`src/rtl/multicycle_control_if.sv`:
```
// Control bus between the multi-cycle MIPS controller and its shared datapath.
// The controller (master) consumes opcode/zero/mem_ready and drives every select and enable.
interface multicycle_control_if;
    logic [5:0] opcode;
    logic       zero;
    logic       mem_ready;
    logic       pc_write;
    logic       pc_write_cond;
    logic       iord;
    logic       mem_read;
    logic       mem_write;
    logic       ir_write;
    logic       mem_to_reg;
    logic       reg_dst;
    logic       reg_write;
    logic       alu_src_a;
    logic [1:0] alu_src_b;
    logic [1:0] alu_op;
    logic [1:0] pc_source;
    logic [3:0] state;
    logic       illegal;

    modport master (
        input  opcode, zero, mem_ready,
        output pc_write, pc_write_cond, iord, mem_read, mem_write, ir_write,
               mem_to_reg, reg_dst, reg_write, alu_src_a, alu_src_b, alu_op,
               pc_source, state, illegal
    );

    modport slave (
        output opcode, zero, mem_ready,
        input  pc_write, pc_write_cond, iord, mem_read, mem_write, ir_write,
               mem_to_reg, reg_dst, reg_write, alu_src_a, alu_src_b, alu_op,
               pc_source, state, illegal
    );
endinterface

```
`src/rtl/multicycle_control.sv`:
```
// Multi-cycle MIPS controller: one state per cycle, memory states wait on mem_ready.
// Optional feature macro: MC_JUMP_EN (enables the j instruction / JUMP state).
module multicycle_control (
    input  logic                 clk,
    input  logic                 rst_n,
    multicycle_control_if.master bus
);

    typedef enum logic [3:0] {
        FETCH  = 4'd0,
        DECODE = 4'd1,
        MEMADR = 4'd2,
        MEMRD  = 4'd3,
        MEMWB  = 4'd4,
        MEMWR  = 4'd5,
        EXEC   = 4'd6,
        ALUWB  = 4'd7,
        BRANCH = 4'd8,
        ADDIEX = 4'd9,
        ADDIWB = 4'd10,
        JUMP   = 4'd11
    } state_t;

    typedef struct packed {
        logic       pc_write;
        logic       pc_write_cond;
        logic       iord;
        logic       mem_read;
        logic       mem_write;
        logic       ir_write;
        logic       mem_to_reg;
        logic       reg_dst;
        logic       reg_write;
        logic       alu_src_a;
        logic [1:0] alu_src_b;
        logic [1:0] alu_op;
        logic [1:0] pc_source;
        logic       illegal;
    } ctrl_t;

    localparam logic [5:0] OP_RTYPE = 6'b000000;
    localparam logic [5:0] OP_LW    = 6'b100011;
    localparam logic [5:0] OP_SW    = 6'b101011;
    localparam logic [5:0] OP_BEQ   = 6'b000100;
    localparam logic [5:0] OP_ADDI  = 6'b001000;
`ifdef MC_JUMP_EN
    localparam logic [5:0] OP_J     = 6'b000010;
`endif

    localparam logic [1:0] SRCB_B     = 2'b00;
    localparam logic [1:0] SRCB_FOUR  = 2'b01;
    localparam logic [1:0] SRCB_IMM   = 2'b10;
    localparam logic [1:0] SRCB_IMMSH = 2'b11;
    localparam logic [1:0] ALUOP_SUB  = 2'b01;
    localparam logic [1:0] ALUOP_FUNC = 2'b10;
    localparam logic [1:0] PCSRC_OUT  = 2'b01;
`ifdef MC_JUMP_EN
    localparam logic [1:0] PCSRC_JMP  = 2'b10;
`endif

    state_t state_q;
    state_t state_d;
    ctrl_t  ctrl;
    ctrl_t  ctrl_out;

    // zero gates pc_write_cond inside the datapath; the controller never needs it.
    logic unused_zero;
    assign unused_zero = bus.zero;

    // NOTE: synchronous reset -- rst_n is only sampled at the rising edge, and
    // sequential state is always updated with non-blocking assignments.
    always_ff @(posedge clk) begin
        if (!rst_n) begin
            state_q <= FETCH;
        end else begin
            state_q <= state_d;
        end
    end

    // NOTE: every signal written here gets a default first so no latch can be inferred.
    always_comb begin
        state_d = FETCH;
        ctrl    = '0;

        case (state_q)
            FETCH: begin
                ctrl.mem_read  = 1'b1;
                ctrl.alu_src_b = SRCB_FOUR;
                ctrl.ir_write  = bus.mem_ready;
                ctrl.pc_write  = bus.mem_ready;
                state_d        = bus.mem_ready ? DECODE : FETCH;
            end

            DECODE: begin
                ctrl.alu_src_b = SRCB_IMMSH;
                case (bus.opcode)
                    OP_RTYPE:     state_d = EXEC;
                    OP_LW, OP_SW: state_d = MEMADR;
                    OP_BEQ:       state_d = BRANCH;
                    OP_ADDI:      state_d = ADDIEX;
`ifdef MC_JUMP_EN
                    OP_J:         state_d = JUMP;
`endif
                    default: begin
                        ctrl.illegal = 1'b1;
                        state_d      = FETCH;
                    end
                endcase
            end

            MEMADR: begin
                ctrl.alu_src_a = 1'b1;
                ctrl.alu_src_b = SRCB_IMM;
                state_d        = (bus.opcode == OP_SW) ? MEMWR : MEMRD;
            end

            MEMRD: begin
                ctrl.mem_read = 1'b1;
                ctrl.iord     = 1'b1;
                state_d       = bus.mem_ready ? MEMWB : MEMRD;
            end

            MEMWB: begin
                ctrl.reg_write  = 1'b1;
                ctrl.mem_to_reg = 1'b1;
                state_d         = FETCH;
            end

            MEMWR: begin
                ctrl.mem_write = 1'b1;
                ctrl.iord      = 1'b1;
                state_d        = bus.mem_ready ? FETCH : MEMWR;
            end

            EXEC: begin
                ctrl.alu_src_a = 1'b1;
                ctrl.alu_src_b = SRCB_B;
                ctrl.alu_op    = ALUOP_FUNC;
                state_d        = ALUWB;
            end

            ALUWB: begin
                ctrl.reg_write = 1'b1;
                ctrl.reg_dst   = 1'b1;
                state_d        = FETCH;
            end

            BRANCH: begin
                ctrl.alu_src_a     = 1'b1;
                ctrl.alu_op        = ALUOP_SUB;
                ctrl.pc_write_cond = 1'b1;
                ctrl.pc_source     = PCSRC_OUT;
                state_d            = FETCH;
            end

            ADDIEX: begin
                ctrl.alu_src_a = 1'b1;
                ctrl.alu_src_b = SRCB_IMM;
                state_d        = ADDIWB;
            end

            ADDIWB: begin
                ctrl.reg_write = 1'b1;
                state_d        = FETCH;
            end

`ifdef MC_JUMP_EN
            JUMP: begin
                ctrl.pc_write  = 1'b1;
                ctrl.pc_source = PCSRC_JMP;
                state_d        = FETCH;
            end
`endif

            // Unreachable encodings (and JUMP when jumps are disabled) recover to FETCH.
            default: begin
                state_d = FETCH;
            end
        endcase
    end

    // Reset gates the outputs combinationally so an aborted access drops at once.
    assign ctrl_out = rst_n ? ctrl : '0;

    assign bus.pc_write      = ctrl_out.pc_write;
    assign bus.pc_write_cond = ctrl_out.pc_write_cond;
    assign bus.iord          = ctrl_out.iord;
    assign bus.mem_read      = ctrl_out.mem_read;
    assign bus.mem_write     = ctrl_out.mem_write;
    assign bus.ir_write      = ctrl_out.ir_write;
    assign bus.mem_to_reg    = ctrl_out.mem_to_reg;
    assign bus.reg_dst       = ctrl_out.reg_dst;
    assign bus.reg_write     = ctrl_out.reg_write;
    assign bus.alu_src_a     = ctrl_out.alu_src_a;
    assign bus.alu_src_b     = ctrl_out.alu_src_b;
    assign bus.alu_op        = ctrl_out.alu_op;
    assign bus.pc_source     = ctrl_out.pc_source;
    assign bus.illegal       = ctrl_out.illegal;
    assign bus.state         = rst_n ? state_q : FETCH;

    a_mem_exclusive : assert property (@(posedge clk) !(bus.mem_read && bus.mem_write));

`ifndef MC_JUMP_EN
    a_no_jump_source : assert property (@(posedge clk) bus.pc_source != 2'b10);
`endif

endmodule

```
`src/flat_wrapper.sv`:
```
// flat-port wrapper written by rule: the top's interface ports become plain ports
module multicycle_control_flat 
  (clk, rst_n, bus_opcode, bus_zero, bus_mem_ready, bus_pc_write, bus_pc_write_cond, bus_iord, bus_mem_read, bus_mem_write, bus_ir_write, bus_mem_to_reg, bus_reg_dst, bus_reg_write, bus_alu_src_a, bus_alu_src_b, bus_alu_op, bus_pc_source, bus_state, bus_illegal);
  multicycle_control_if bus_i ();
  input  logic clk;
  input  logic rst_n;
  input wire logic [$bits(bus_i.opcode)-1:0] bus_opcode;
  input wire logic [$bits(bus_i.zero)-1:0] bus_zero;
  input wire logic [$bits(bus_i.mem_ready)-1:0] bus_mem_ready;
  output wire logic [$bits(bus_i.pc_write)-1:0] bus_pc_write;
  output wire logic [$bits(bus_i.pc_write_cond)-1:0] bus_pc_write_cond;
  output wire logic [$bits(bus_i.iord)-1:0] bus_iord;
  output wire logic [$bits(bus_i.mem_read)-1:0] bus_mem_read;
  output wire logic [$bits(bus_i.mem_write)-1:0] bus_mem_write;
  output wire logic [$bits(bus_i.ir_write)-1:0] bus_ir_write;
  output wire logic [$bits(bus_i.mem_to_reg)-1:0] bus_mem_to_reg;
  output wire logic [$bits(bus_i.reg_dst)-1:0] bus_reg_dst;
  output wire logic [$bits(bus_i.reg_write)-1:0] bus_reg_write;
  output wire logic [$bits(bus_i.alu_src_a)-1:0] bus_alu_src_a;
  output wire logic [$bits(bus_i.alu_src_b)-1:0] bus_alu_src_b;
  output wire logic [$bits(bus_i.alu_op)-1:0] bus_alu_op;
  output wire logic [$bits(bus_i.pc_source)-1:0] bus_pc_source;
  output wire logic [$bits(bus_i.state)-1:0] bus_state;
  output wire logic [$bits(bus_i.illegal)-1:0] bus_illegal;
  assign bus_i.opcode = bus_opcode;
  assign bus_i.zero = bus_zero;
  assign bus_i.mem_ready = bus_mem_ready;
  assign bus_pc_write = bus_i.pc_write;
  assign bus_pc_write_cond = bus_i.pc_write_cond;
  assign bus_iord = bus_i.iord;
  assign bus_mem_read = bus_i.mem_read;
  assign bus_mem_write = bus_i.mem_write;
  assign bus_ir_write = bus_i.ir_write;
  assign bus_mem_to_reg = bus_i.mem_to_reg;
  assign bus_reg_dst = bus_i.reg_dst;
  assign bus_reg_write = bus_i.reg_write;
  assign bus_alu_src_a = bus_i.alu_src_a;
  assign bus_alu_src_b = bus_i.alu_src_b;
  assign bus_alu_op = bus_i.alu_op;
  assign bus_pc_source = bus_i.pc_source;
  assign bus_state = bus_i.state;
  assign bus_illegal = bus_i.illegal;
  multicycle_control u_core (.clk(clk), .rst_n(rst_n), .bus(bus_i));
endmodule
```
`config.mk`:
```
export PLATFORM = sky130hd
export DESIGN_NAME = multicycle_control_flat
export DESIGN_NICKNAME = d
export VERILOG_FILES = /design/src/rtl/multicycle_control_if.sv /design/src/rtl/multicycle_control.sv /design/src/flat_wrapper.sv
export SDC_FILE = /design/constraint.sdc
export NUM_CORES = 1
export LEC_CHECK = 0
export ABC_AREA = 1
export BUFFER_PORTS_ARGS = -buffer_cell sky130_fd_sc_hd__clkbuf_2
export CAP_MARGIN = 20
export CORE_AREA = 2 2 39 41
export CTS_CLUSTER_SIZE = 12
export DETAILED_ROUTE_END_ITERATION = 16
export DIE_AREA = 0 0 41 43
export GPL_ROUTABILITY_DRIVEN = 0
export HOLD_SLACK_MARGIN = 0.05
export PLACE_DENSITY_LB_ADDON = 0.25
export RECOVER_POWER = 25
export SYNTH_ARGS = -nofsm -noshare
export SYNTH_HDL_FRONTEND = slang
export SYNTH_SLANG_ARGS = --single-unit
```
`constraint.sdc`:
```
create_clock -name clk -period 2.1 [get_ports clk]
set_clock_uncertainty 0.05 [all_clocks]
set_input_delay 0.315 -clock clk [delete_from_list [all_inputs] [get_ports clk]]
set_output_delay 0.315 -clock clk [all_outputs]
set_load 0.02 [all_outputs]
```
* Word level (Yosys, flattened, before mapping)
Cells that the tools add are included. Widths: inputs -> output; s select.
Storage, ports and cells: output and inout port bits 21, register bits 4
Operators by class: mux-type cells 22, equal/unequal tests 14, reduce and logical (&&, ||, !) cells 9
Operators with widths (number):
- $pmux 4 s7 | 1
- $mux 17 | 1
- $eq 4x3->1 const B | 4
- $pmux 4 s4 | 1
- $mux 1 | 13
- $eq 4x4->1 const B | 3
- $eq 6x6->1 const B | 2
- $mux 3 | 3
- $eq 4x2->1 const B | 2
- $reduce_or 2->1 | 4
- $eq 6x3->1 const B | 1
- $eq 6x4->1 const B | 1
- $logic_not 6->1 | 1
- $pmux 2 s3 | 1
- $reduce_or 5->1 | 1
- $eq 4x1->1 const B | 1
- $logic_not 4->1 | 1
- $mux 4 | 1
- $pmux 2 s2 | 1
- $reduce_or 4->1 | 1
- $reduce_or 3->1 | 1

* Logic depth before layout (Yosys ltp)
Gate-level depths: netlist of the first run.
depth in word-level cells 5, mapped depth 9

* Worst setup path after synthesis of the first run
OpenSTA, ideal clock, no wires.
path kind register to output, from register u_core.state_q[0], to output port bus_pc_source[0], required time 1735 ps, cell stages (with the launch flop) 5, arrival time 1584 ps, path slack 151 ps, path through dfxtp_1 nor2_1 inv_1 nor4_1 buf_4
On the way: word-level cells in the longest chain between the ends 3
RTL lines:
- start: declaration | RTL line multicycle_control.sv:61 | state_t state_q;
- start signal: assignment | RTL line multicycle_control.sv:76 | state_q <= state_d;
- $eq 4x4->1 | RTL line multicycle_control.sv:85 | case (state_q)
- $mux 1 | RTL line multicycle_control.sv:85
- $mux 17 | RTL line multicycle_control.sv:183 | assign ctrl_out = rst_n ? ctrl : '0;
- end: declaration | RTL line flat_wrapper.sv:22 | output wire logic [$bits(bus_i.pc_source)-1:0] bus_pc_source;
Every way passes these cells.

* Worst setup path after layout of the first run
from register u_core.state_q[1], to output port bus_alu_src_b[1]
On the way: word-level cells in the longest chain between the ends 4, elaborated cells on any way between the ends 7
RTL lines:
- $eq 4x2->1 / $eq 4x4->1 (equally long branches) | RTL line multicycle_control.sv:85
- $reduce_or 2->1 (no line)
- $pmux 2 s3 (*) | RTL line multicycle_control.sv:85
- $mux 17 (*) | RTL line multicycle_control.sv:183
- end: declaration | RTL line flat_wrapper.sv:20 | output wire logic [$bits(bus_i.alu_src_b)-1:0] bus_alu_src_b;
Every way passes the cells marked *; elsewhere a longest branch is shown, timed or not.

==> results of run 1 <==
area by class of cell:
type                    count  area (um^2)  share of cell area
multi-input cells          81          369               0.532
inverters                  17         63.8              0.0921
flip-flops and latches      4         80.1               0.116
well taps                  16         20.0              0.0289
repair buffers             28          138               0.199
clock buffers               3         22.5              0.0325
logic make-up (layout without fill, tap and decap cells):
logic type             Yosys count  in the layout  synth area share
flip-flops                       4              4             0.143
buffers and inverters           22             48             0.188
AND/OR/NAND/NOR                 72             72             0.579
other                            1              1           0.00670
AO/OA/AOI/OAI                    8              8            0.0828
synthesized netlist by cell type, drive strengths merged:
library cell  number
nand3b             1
a21oi              5
nand2             34
nor2              25
nand4              1
nor4               2
a211oi             2
buf                5
dfxtp              4
a31oi              1
nor3               3
or2                1
nand3              5
conb               1
inv               17
power by group:
part	switching (mW)	internal, mW
Combinational	0.0437	0.0217
Clock	0.0298	0.0638
Sequential	0.00306	0.0781
Total	0.0765	0.164
path summary, 6_finish.rpt:
| check | startpoint | endpoint | slack [ns] | depth (start not counted) |
|---|---|---|---|---|
| setup / recovery | u_core.state_q[1] | bus_alu_src_b[1] | 0.23 | 5 |
| hold / removal | rst_n | u_core.state_q[1] | 0.32 | 3 |
| setup reg to reg | u_core.state_q[2] | u_core.state_q[1] | 0.78 | 8 |
| hold reg to reg | u_core.state_q[0] | u_core.state_q[3] | 0.61 | 4 |
stage by stage:
| step | hold slack (ns) | power (mW) | instance area [um^2] | setup WS [ns] | utilization |
|---|---|---|---|---|---|
| final | 0.321 | 0.240 | 693 | 0.228 | 0.501 |
| after global routing | 0.352 | 0.254 | 693 | 0.136 | 0.501 |
| after CTS | 0.317 | 0.244 | 701 | 0.269 | 0.506 |
| after detailed placement | 0.555 | 0.148 | 678 | 0.417 | 0.490 |
| after global placement | 0.551 | 0.147 | 678 | 0.453 | 0.490 |
| after floorplan | 0.363 | 0.130 | 559 | 0.151 | - |
critical path: stages, from the launching register on:
cell and delay, ns:
sky130_fd_sc_hd__dfxtp_1 0.42, sky130_fd_sc_hd__inv_1 0.13, sky130_fd_sc_hd__nor2_2 0.18, sky130_fd_sc_hd__nand2_1 0.12, sky130_fd_sc_hd__a211oi_1 0.22, sky130_fd_sc_hd__clkbuf_2 0.21
metal layers:
metal / GRT usage / up-vias / routed length (um)
met5: 0 / - / 0
met4: 0.0600 / 0 / 19
met3: 0 / 2 / 76
met2: 0.284 / 23 / 660
met1: 0.225 / 291 / 612
li1: - / 377 / -
==> impl_metrics.prom, run 1 <==
# TYPE chip_impl_metric gauge
chip_impl_metric{name="num-nets-final",unit=""} 145
chip_impl_info{name="criticalPathCategory",value="reg -> out"} 1
chip_impl_metric{name="numCtsBuffers",unit=""} 3
chip_impl_metric{name="global_route_usage_sum",unit=""} 0.171
chip_impl_metric{name="post_cts_resized",unit=""} 0
chip_impl_metric{name="post_cts.repair.setup_buffers",unit=""} 0
chip_impl_info{name="largestRegisters",value="u_core.state_q (4)"} 1
chip_impl_metric{name="yosysUniqueCellTypes",unit=""} 22
chip_impl_metric{name="cts_clock_pin_slew_for_the_worst_setup_and_hold_paths",unit="ns"} 0.03
chip_impl_metric{name="power_per_cell_area",unit="nW/um^2"} 346
chip_impl_metric{name="postSynthCellCount",unit=""} 107
chip_impl_metric{name="first_pass_iters",unit=""} 4
chip_impl_metric{name="synthToLayoutAreaGrowth",unit="%"} 23.9
chip_impl_metric{name="viasPerCell",unit=""} 4.65
chip_impl_info{name="outcome",value="finished, final reports clean"} 1
chip_impl_metric{name="floorplan.io_pins",unit=""} 31
chip_impl_metric{name="finalNonFillerCells",unit=""} 149
chip_impl_metric{name="crit_required",unit="ns"} 1.74
chip_impl_metric{name="post-route-min-period",unit="ns"} 1.87
chip_impl_info{name="top_reg_by_flops",value="u_core.state_q"} 1
chip_impl_metric{name="ctsHoldBuffers",unit=""} 0
chip_impl_metric{name="h_tree_lvl_count",unit=""} 1
chip_impl_metric{name="total_of_warnings_raised_by_yosys",unit=""} 0
chip_impl_metric{name="drcViolationCount",unit=""} 0
chip_impl_metric{name="max-clock-path-buffers",unit=""} 2
chip_impl_metric{name="synth-seq-area-share",unit=""} 0.143
chip_impl_metric{name="rows",unit=""} 14
chip_impl_info{name="commonest_non_fill_non_tap_cell_in_the_layout",value="sky130_fd_sc_hd__nand2_1"} 1
chip_impl_metric{name="highest_clock_frequency_the_design_can_meet",unit="MHz"} 534
chip_impl_metric{name="port_buffers",unit=""} 28
chip_impl_metric{name="cap_violations",unit=""} 0
chip_impl_metric{name="cell_area_after_synthesis",unit="um^2"} 559
chip_impl_metric{name="fillers",unit=""} 160
chip_impl_metric{name="vias_in_the_first_global_route",unit=""} 563
chip_impl_metric{name="syn-num-nets",unit=""} 117
chip_impl_metric{name="dp_hpwl",unit="um"} 1130
chip_impl_metric{name="place_inst",unit=""} 146
chip_impl_metric{name="postSynthAreaPerCell",unit="um^2"} 5.23
chip_impl_info{name="rsz0062_at_grt",value="no"} 1
chip_impl_metric{name="ys_seq_elements",unit=""} 4
chip_impl_metric{name="die_height",unit="um"} 43
chip_impl_metric{name="insertion_delay",unit="ns"} 0.23
chip_impl_metric{name="setup_total_negative_slack",unit="ns"} 0
chip_impl_metric{name="n_antenna_cell",unit=""} 0
chip_impl_metric{name="drt_iter0_drc",unit=""} 11
chip_impl_info{name="layout_common_cells",value="32 x sky130_fd_sc_hd__nand2_1, 26 x sky130_fd_sc_hd__clkbuf_2, 23 x sky130_fd_sc_hd__nor2_1"} 1
chip_impl_metric{name="report.final.slew_viol_count",unit=""} 0
chip_impl_metric{name="final_layout_size_suffix_gt1_frac",unit=""} 0.271
chip_impl_metric{name="synth_top_area_share",unit=""} 0.208
chip_impl_metric{name="timing.final.crit_share",unit=""} 0.891
chip_impl_metric{name="tritoncts_num_sinks",unit=""} 4
chip_impl_info{name="synthTopCellsByArea",value="sky130_fd_sc_hd__nand2_1 21%, sky130_fd_sc_hd__nor2_1 15%, sky130_fd_sc_hd__dfxtp_1 14%, sky130_fd_sc_hd__inv_1 8.7%, sky130_fd_sc_hd__buf_4 5.4%"} 1
chip_impl_metric{name="grt_max_degree",unit=""} 17
chip_impl_info{name="setup.worst_path.end_class",value="output port"} 1
chip_impl_metric{name="ant_nets",unit=""} 0
chip_impl_metric{name="die_x",unit="um"} 41
chip_impl_metric{name="core-area",unit="um^2"} 1380
chip_impl_metric{name="initial_utilization",unit=""} 0.404
chip_impl_metric{name="totalWireLength",unit="um"} 1370
chip_impl_metric{name="critPathMaxFanout",unit=""} 6
chip_impl_metric{name="ir_worst_vdd",unit="V"} 0.000254
chip_impl_info{name="hold_path_class",value="in -> reg"} 1
chip_impl_info{name="tritoncts",value="built"} 1
chip_impl_metric{name="timing_hold_violations_final",unit=""} 0
chip_impl_metric{name="post_drt_wl_per_cell",unit="um"} 9.18
chip_impl_info{name="clock_tree.root_cell",value="sky130_fd_sc_hd__clkbuf_4"} 1
chip_impl_info{name="synth_largest_area_cell",value="sky130_fd_sc_hd__nand2_1"} 1
chip_impl_metric{name="largest_register_ff_count",unit=""} 4
chip_impl_metric{name="grt_pass1_wl",unit="um"} 2190
chip_impl_metric{name="critPathArrivalTime",unit="ns"} 1.51
chip_impl_info{name="element_type_at_the_critical_path_start",value="register"} 1
chip_impl_metric{name="grt_antenna_before_repair",unit=""} 0
chip_impl_metric{name="die_footprint",unit="um^2"} 1760
chip_impl_metric{name="detailroute.via_count",unit=""} 693
chip_impl_metric{name="overflow",unit=""} 0
chip_impl_metric{name="setup-violations-final",unit=""} 0
chip_impl_metric{name="cellLeakagePower",unit="nW"} 0.413
Power figures use the tool's default switching activity.
==> run 2, diff against run 1 <==
Settings changed: RECOVER_POWER 25 to 50.
==> run 2 against run 1 <==
Worst hold slack hardly changed; final area decreased by 1.1%; flip-flop and latch count stayed put; non-clock buffer count unchanged; largest power group unchanged.
==> impl_metrics.prom, run 2 (synthesized netlist as in run 1, its figures left out) <==
# TYPE chip_impl_metric gauge
chip_impl_metric{name="critical_path.n_buffers_inverters",unit=""} 2
chip_impl_info{name="crit_path_top_delay_cell",value="sky130_fd_sc_hd__dfxtp_1"} 1
chip_impl_metric{name="timing.final.crit_share",unit=""} 0.890
chip_impl_metric{name="worstSetupPathDepth",unit=""} 5
chip_impl_metric{name="port_buffers",unit=""} 28
chip_impl_metric{name="detailroute.via_count",unit=""} 695
chip_impl_info{name="clock_tree.root_cell",value="sky130_fd_sc_hd__clkbuf_4"} 1
chip_impl_metric{name="crit_required",unit="ns"} 1.74
chip_impl_info{name="critical_path.reg2reg.startpoint",value="u_core.state_q[2]"} 1
chip_impl_metric{name="report.final.slew_viol_count",unit=""} 0
chip_impl_metric{name="cap_violations",unit=""} 0
chip_impl_metric{name="numCtsBuffers",unit=""} 3
chip_impl_metric{name="final_layout_size_suffix_gt1_frac",unit=""} 0.226
chip_impl_metric{name="grt_antenna_before_repair",unit=""} 0
chip_impl_info{name="hold_path_class",value="in -> reg"} 1
chip_impl_info{name="element_type_at_the_critical_path_start",value="register"} 1
chip_impl_metric{name="timing_hold_violations_final",unit=""} 0
chip_impl_info{name="commonest_non_fill_non_tap_cell_in_the_layout",value="sky130_fd_sc_hd__nand2_1"} 1
chip_impl_metric{name="highest_clock_frequency_the_design_can_meet",unit="MHz"} 535
chip_impl_info{name="holdCritStartpoint",value="rst_n"} 1
chip_impl_metric{name="vias_in_the_first_global_route",unit=""} 563
chip_impl_info{name="criticalPathCategory",value="reg -> out"} 1
chip_impl_metric{name="post_cts_resized",unit=""} 0
chip_impl_metric{name="overflow",unit=""} 0
chip_impl_info{name="rsz0062_at_grt",value="no"} 1
chip_impl_metric{name="cellLeakagePower",unit="nW"} 0.394
chip_impl_info{name="hold-path-endpoint",value="u_core.state_q[1]"} 1
chip_impl_metric{name="post_cts.repair.setup_buffers",unit=""} 0
chip_impl_metric{name="setup-violations-final",unit=""} 0
chip_impl_metric{name="rows",unit=""} 14
chip_impl_metric{name="ctsHoldBuffers",unit=""} 0
chip_impl_metric{name="global_route_usage_sum",unit=""} 0.171
chip_impl_metric{name="pre_cts_ws",unit="ns"} 0.417
chip_impl_metric{name="timing.reg2reg.worst_path_depth",unit=""} 8
chip_impl_metric{name="critPathArrivalTime",unit="ns"} 1.50
chip_impl_metric{name="synthToLayoutAreaGrowth",unit="%"} 22.6
chip_impl_metric{name="dp_hpwl",unit="um"} 1130
chip_impl_info{name="outcome",value="finished, final reports clean"} 1
chip_impl_metric{name="n_antenna_cell",unit=""} 0
chip_impl_metric{name="die_footprint",unit="um^2"} 1760
chip_impl_metric{name="first_pass_iters",unit=""} 4
chip_impl_metric{name="viasPerCell",unit=""} 4.66
chip_impl_metric{name="max-clock-path-buffers",unit=""} 2
chip_impl_info{name="crit_family",value="flip-flops"} 1
chip_impl_metric{name="place_inst",unit=""} 146
chip_impl_metric{name="core-area",unit="um^2"} 1380
chip_impl_metric{name="num-nets-final",unit=""} 145
chip_impl_metric{name="post-route-min-period",unit="ns"} 1.87
chip_impl_metric{name="die_x",unit="um"} 41
chip_impl_metric{name="finalNonFillerCells",unit=""} 149
chip_impl_info{name="largestRegisters",value="u_core.state_q (4)"} 1
chip_impl_metric{name="insertion_delay",unit="ns"} 0.23
chip_impl_metric{name="critPathMaxFanout",unit=""} 6
chip_impl_info{name="worst_reg2reg_endpoint",value="u_core.state_q[1]"} 1
chip_impl_metric{name="setup_slack",unit="ns"} 0.232
chip_impl_metric{name="ant_nets",unit=""} 0
chip_impl_metric{name="hold-path-cell-count",unit=""} 3
chip_impl_metric{name="largest_register_ff_count",unit=""} 4
chip_impl_metric{name="setup_total_negative_slack",unit="ns"} 0
chip_impl_info{name="tritoncts",value="built"} 1
chip_impl_metric{name="hold_worst_slack",unit="ns"} 0.320
chip_impl_metric{name="floorplan.io_pins",unit=""} 31
chip_impl_metric{name="post_drt_wl_per_cell",unit="um"} 9.18
chip_impl_metric{name="finish.utilization",unit=""} 0.495
chip_impl_info{name="crit_path_cell_trace",value="inv_1, nor2_2, nand2_1, a211oi_1, clkbuf_2"} 1
chip_impl_metric{name="drcViolationCount",unit=""} 0
chip_impl_metric{name="drt_iter0_drc",unit=""} 11
chip_impl_metric{name="grt_pass1_wl",unit="um"} 2190
chip_impl_metric{name="power_per_cell_area",unit="nW/um^2"} 349
chip_impl_metric{name="r2r_slack",unit="ns"} 0.78
chip_impl_metric{name="totalWireLength",unit="um"} 1370
chip_impl_metric{name="ir_worst_vdd",unit="V"} 0.000268
chip_impl_metric{name="h_tree_lvl_count",unit=""} 1
chip_impl_metric{name="timing.critical_path.slowest_cell_delay",unit="ns"} 0.42
chip_impl_metric{name="cts_clock_pin_slew_for_the_worst_setup_and_hold_paths",unit="ns"} 0.03
chip_impl_metric{name="fillers",unit=""} 164
chip_impl_info{name="top_reg_by_flops",value="u_core.state_q"} 1
chip_impl_info{name="layout_common_cells",value="32 x sky130_fd_sc_hd__nand2_1, 23 x sky130_fd_sc_hd__nor2_1, 20 x sky130_fd_sc_hd__clkbuf_2"} 1
chip_impl_metric{name="tritoncts_num_sinks",unit=""} 4
chip_impl_metric{name="grt_max_degree",unit=""} 17
chip_impl_info{name="setup.worst_path.end_class",value="output port"} 1
chip_impl_metric{name="die_height",unit="um"} 43
chip_impl_metric{name="initial_utilization",unit=""} 0.404
## run 2: cell count changes in the layout (fill, tap and decap cells not counted)
| cell | change |
|---|---|
| sky130_fd_sc_hd__clkbuf_1 | +6 |
| sky130_fd_sc_hd__clkbuf_2 | -6 |
## run 2: worst max-delay path by stage
stage	startpoint	to	slack, ns
final	u_core.state_q[1]	bus_alu_src_b[1]	0.23
after global routing	u_core.state_q[1]	bus_illegal	0.14
after CTS	u_core.state_q[1]	bus_alu_src_b[1]	0.27
after detailed placement	rst_n	bus_pc_source[0]	0.42
after global placement	rst_n	bus_pc_write_cond	0.45
after floorplan	u_core.state_q[0]	bus_pc_source[0]	0.15
## run 2: final cells by class
| class | count | area [um^2] | area share |
|---|---|---|---|
| timing repair buffer | 28 | 130 | 0.190 |
| inverter | 17 | 63.8 | 0.0931 |
| tap | 16 | 20.0 | 0.0292 |
| multi-input combinational | 81 | 369 | 0.538 |
| clock buffer | 3 | 22.5 | 0.0328 |
| sequential | 4 | 80.1 | 0.117 |
## run 2: power by group
| part | leakage (nW) | internal [mW] | switching [mW] | total, mW |
|---|---|---|---|---|
| sequential | 0.0325 | 0.0781 | 0.00305 | 0.0811 |
| clock | 0.0138 | 0.0638 | 0.0298 | 0.0936 |
| combinational | 0.347 | 0.0206 | 0.0437 | 0.0643 |
## run 2: per-layer routing
metal | track usage | part of all wire | vias up
met5 | 0 | 0 | -
met4 | 0.0600 | 0.014 | 0
met3 | 0 | 0.056 | 2
met2 | 0.284 | 0.48 | 23
met1 | 0.225 | 0.45 | 293
li1 | - | - | 377
## run 2: metrics by stage
stage | power (mW) | instance area, um^2
6_report | 0.239 | 686
5_1_grt | 0.253 | 686
4_1_cts | 0.244 | 701
3_5_place_dp | 0.148 | 678
3_3_place_gp | 0.147 | 678
2_1_floorplan | 0.130 | 559
## run 2: worst reg2reg max path, stage by stage (launching register included)
cell and delay (ns):
sky130_fd_sc_hd__dfxtp_1 0.46, sky130_fd_sc_hd__inv_1 0.14, sky130_fd_sc_hd__nor2_1 0.20, sky130_fd_sc_hd__nand2_1 0.13, sky130_fd_sc_hd__nand2_1 0.08, sky130_fd_sc_hd__nor2_1 0.04, sky130_fd_sc_hd__nand3_1 0.08, sky130_fd_sc_hd__nand2_1 0.05
sky130_fd_sc_hd__inv_1 0.04
==> run 3, diff against run 2 <==
Settings changed: PLACE_DENSITY set to 0.76, PLACE_DENSITY_LB_ADDON 0.25 to unset.
==> run 3 against run 2 <==
Non-clock buffer count unchanged; critical path depth unchanged; via count increased by 2.0%.
==> impl_metrics.prom, run 3 (synthesized netlist as in run 1, its figures left out) <==
# TYPE chip_impl_metric gauge
chip_impl_info{name="layout_common_cells",value="32 x sky130_fd_sc_hd__nand2_1, 23 x sky130_fd_sc_hd__nor2_1, 20 x sky130_fd_sc_hd__clkbuf_2"} 1
chip_impl_metric{name="place_inst",unit=""} 146
chip_impl_info{name="largestRegisters",value="u_core.state_q (4)"} 1
chip_impl_info{name="element_type_at_the_critical_path_start",value="register"} 1
chip_impl_metric{name="timing_hold_violations_final",unit=""} 0
chip_impl_metric{name="die_height",unit="um"} 43
chip_impl_metric{name="dp_hpwl",unit="um"} 1080
chip_impl_metric{name="first_pass_iters",unit=""} 4
chip_impl_metric{name="cap_violations",unit=""} 0
chip_impl_metric{name="r2r_slack",unit="ns"} 0.78
chip_impl_info{name="commonest_non_fill_non_tap_cell_in_the_layout",value="sky130_fd_sc_hd__nand2_1"} 1
chip_impl_metric{name="setup-violations-final",unit=""} 0
chip_impl_metric{name="ctsHoldBuffers",unit=""} 0
chip_impl_metric{name="die_x",unit="um"} 41
chip_impl_metric{name="max-clock-path-buffers",unit=""} 2
chip_impl_info{name="top_reg_by_flops",value="u_core.state_q"} 1
chip_impl_metric{name="post-route-cell-area",unit="um^2"} 686
chip_impl_metric{name="synthToLayoutAreaGrowth",unit="%"} 22.6
chip_impl_metric{name="h_tree_lvl_count",unit=""} 1
chip_impl_metric{name="initial_utilization",unit=""} 0.404
chip_impl_info{name="timing.critical_path.from",value="u_core.state_q[2]"} 1
chip_impl_metric{name="vias_in_the_first_global_route",unit=""} 531
chip_impl_metric{name="grt_max_degree",unit=""} 17
chip_impl_metric{name="timing.critical_path.slowest_cell_delay",unit="ns"} 0.47
chip_impl_metric{name="ant_nets",unit=""} 0
chip_impl_metric{name="post_cts_resized",unit=""} 0
chip_impl_metric{name="setup_total_negative_slack",unit="ns"} 0
chip_impl_metric{name="port_buffers",unit=""} 28
chip_impl_metric{name="finalNonFillerCells",unit=""} 149
chip_impl_metric{name="post-layout-total-power",unit="mW"} 0.236
chip_impl_metric{name="postPlaceCellArea",unit="um^2"} 678
chip_impl_metric{name="hold_worst_slack",unit="ns"} 0.326
chip_impl_metric{name="critical_path.n_buffers_inverters",unit=""} 2
chip_impl_info{name="worst_reg2reg_endpoint",value="u_core.state_q[1]"} 1
chip_impl_metric{name="fillers",unit=""} 164
chip_impl_metric{name="totalWireLength",unit="um"} 1300
chip_impl_info{name="criticalPathCategory",value="reg -> out"} 1
chip_impl_info{name="setup.worst_path.end_class",value="output port"} 1
chip_impl_metric{name="floorplan.io_pins",unit=""} 31
chip_impl_metric{name="global_route_usage_sum",unit=""} 0.167
chip_impl_metric{name="worstSetupPathDepth",unit=""} 5
chip_impl_info{name="rsz0062_at_grt",value="no"} 1
chip_impl_metric{name="critPathArrivalTime",unit="ns"} 1.50
chip_impl_info{name="hold_path_class",value="in -> reg"} 1
chip_impl_metric{name="critPathMaxFanout",unit=""} 8
chip_impl_metric{name="numCtsBuffers",unit=""} 3
chip_impl_metric{name="detailroute.via_count",unit=""} 709
chip_impl_metric{name="post_drt_wl_per_cell",unit="um"} 8.70
chip_impl_metric{name="tritoncts_num_sinks",unit=""} 4
chip_impl_info{name="worstSetupEndpoint",value="bus_reg_write"} 1
chip_impl_info{name="crit_family",value="flip-flops"} 1
chip_impl_info{name="crit_path_top_delay_cell",value="sky130_fd_sc_hd__dfxtp_1"} 1
chip_impl_metric{name="post-route-min-period",unit="ns"} 1.87
chip_impl_metric{name="highest_clock_frequency_the_design_can_meet",unit="MHz"} 535
chip_impl_metric{name="power_per_cell_area",unit="nW/um^2"} 344
chip_impl_metric{name="n_antenna_cell",unit=""} 0
chip_impl_metric{name="core-area",unit="um^2"} 1380
chip_impl_info{name="tritoncts",value="built"} 1
chip_impl_metric{name="largest_register_ff_count",unit=""} 4
chip_impl_metric{name="drt_iter0_drc",unit=""} 22
chip_impl_metric{name="overflow",unit=""} 0
chip_impl_info{name="clock_tree.root_cell",value="sky130_fd_sc_hd__clkbuf_4"} 1
chip_impl_metric{name="final_layout_size_suffix_gt1_frac",unit=""} 0.226
chip_impl_metric{name="timing.reg2reg.worst_path_depth",unit=""} 8
chip_impl_metric{name="rows",unit=""} 14
chip_impl_info{name="critical_path.reg2reg.startpoint",value="u_core.state_q[2]"} 1
chip_impl_metric{name="viasPerCell",unit=""} 4.76
chip_impl_info{name="outcome",value="finished, final reports clean"} 1
chip_impl_metric{name="crit_required",unit="ns"} 1.74
chip_impl_metric{name="grt_antenna_before_repair",unit=""} 0
chip_impl_metric{name="timing.final.crit_share",unit=""} 0.890
chip_impl_info{name="holdCritStartpoint",value="rst_n"} 1
chip_impl_metric{name="cellLeakagePower",unit="nW"} 0.394
chip_impl_metric{name="ir_worst_vdd",unit="V"} 0.000192
chip_impl_metric{name="num-nets-final",unit=""} 145
chip_impl_metric{name="report.final.slew_viol_count",unit=""} 0
chip_impl_metric{name="post_cts.repair.setup_buffers",unit=""} 0
chip_impl_metric{name="grt_pass1_wl",unit="um"} 2050
chip_impl_metric{name="cts_clock_pin_slew_for_the_worst_setup_and_hold_paths",unit="ns"} 0.04
chip_impl_metric{name="insertion_delay",unit="ns"} 0.23
chip_impl_metric{name="die_footprint",unit="um^2"} 1760
chip_impl_metric{name="drcViolationCount",unit=""} 0
chip_impl_info{name="crit_path_cell_trace",value="inv_1, nor2_1, nand2_1, a31oi_1, clkbuf_2"} 1
[run 3: cell counts in the layout (fill, tap and decap cells not counted)]
Identical to the previous run, type by type.
[run 3: worst min path at each step]
stage	cells past startpoint	end	slack [ns]
global placement	3	u_core.state_q[1]	0.56
finish	3	u_core.state_q[1]	0.33
global route	3	u_core.state_q[1]	0.34
detailed placement	3	u_core.state_q[1]	0.56
CTS	3	u_core.state_q[1]	0.33
floorplan	2	u_core.state_q[1]	0.36
[run 3: power by group]
part	switching [mW]	total, mW	internal, mW
combinational	0.0429	0.0635	0.0206
sequential	0.00315	0.0813	0.0781
clock	0.0274	0.0910	0.0636
total	0.0734	0.236	0.162
[run 3: cell type report]
type / instances / area, um^2 / area share
multi-input cells: 81 / 369 / 0.538
repair buffers: 28 / 130 / 0.190
flip-flops and latches: 4 / 80.1 / 0.117
inverters: 17 / 63.8 / 0.0931
clock buffers: 3 / 22.5 / 0.0328
well taps: 16 / 20.0 / 0.0292
[run 3: layer usage]
layer	GRT usage	up-vias	share of wire
li1	-	379	-
met1	0.206	296	0.44
met2	0.263	31	0.47
met3	0.0471	3	0.079
met4	0.0600	0	0.011
met5	0	-	0
[run 3: through the flow]
step                setup slack [ns]  utilization
CTS                            0.271        0.506
detailed placement             0.436        0.490
global placement               0.452        0.490
global route                   0.113        0.495
floorplan                      0.151            -
finish                         0.231        0.495
[run 3: worst register-to-register path: cells and delay by family (launching register included)]
| kind | cells | cell delay, ns |
|---|---|---|
| buffers and inverters | 2 | 0.18 |
| flip-flops | 1 | 0.47 |
| AND/OR/NAND/NOR | 6 | 0.56 |
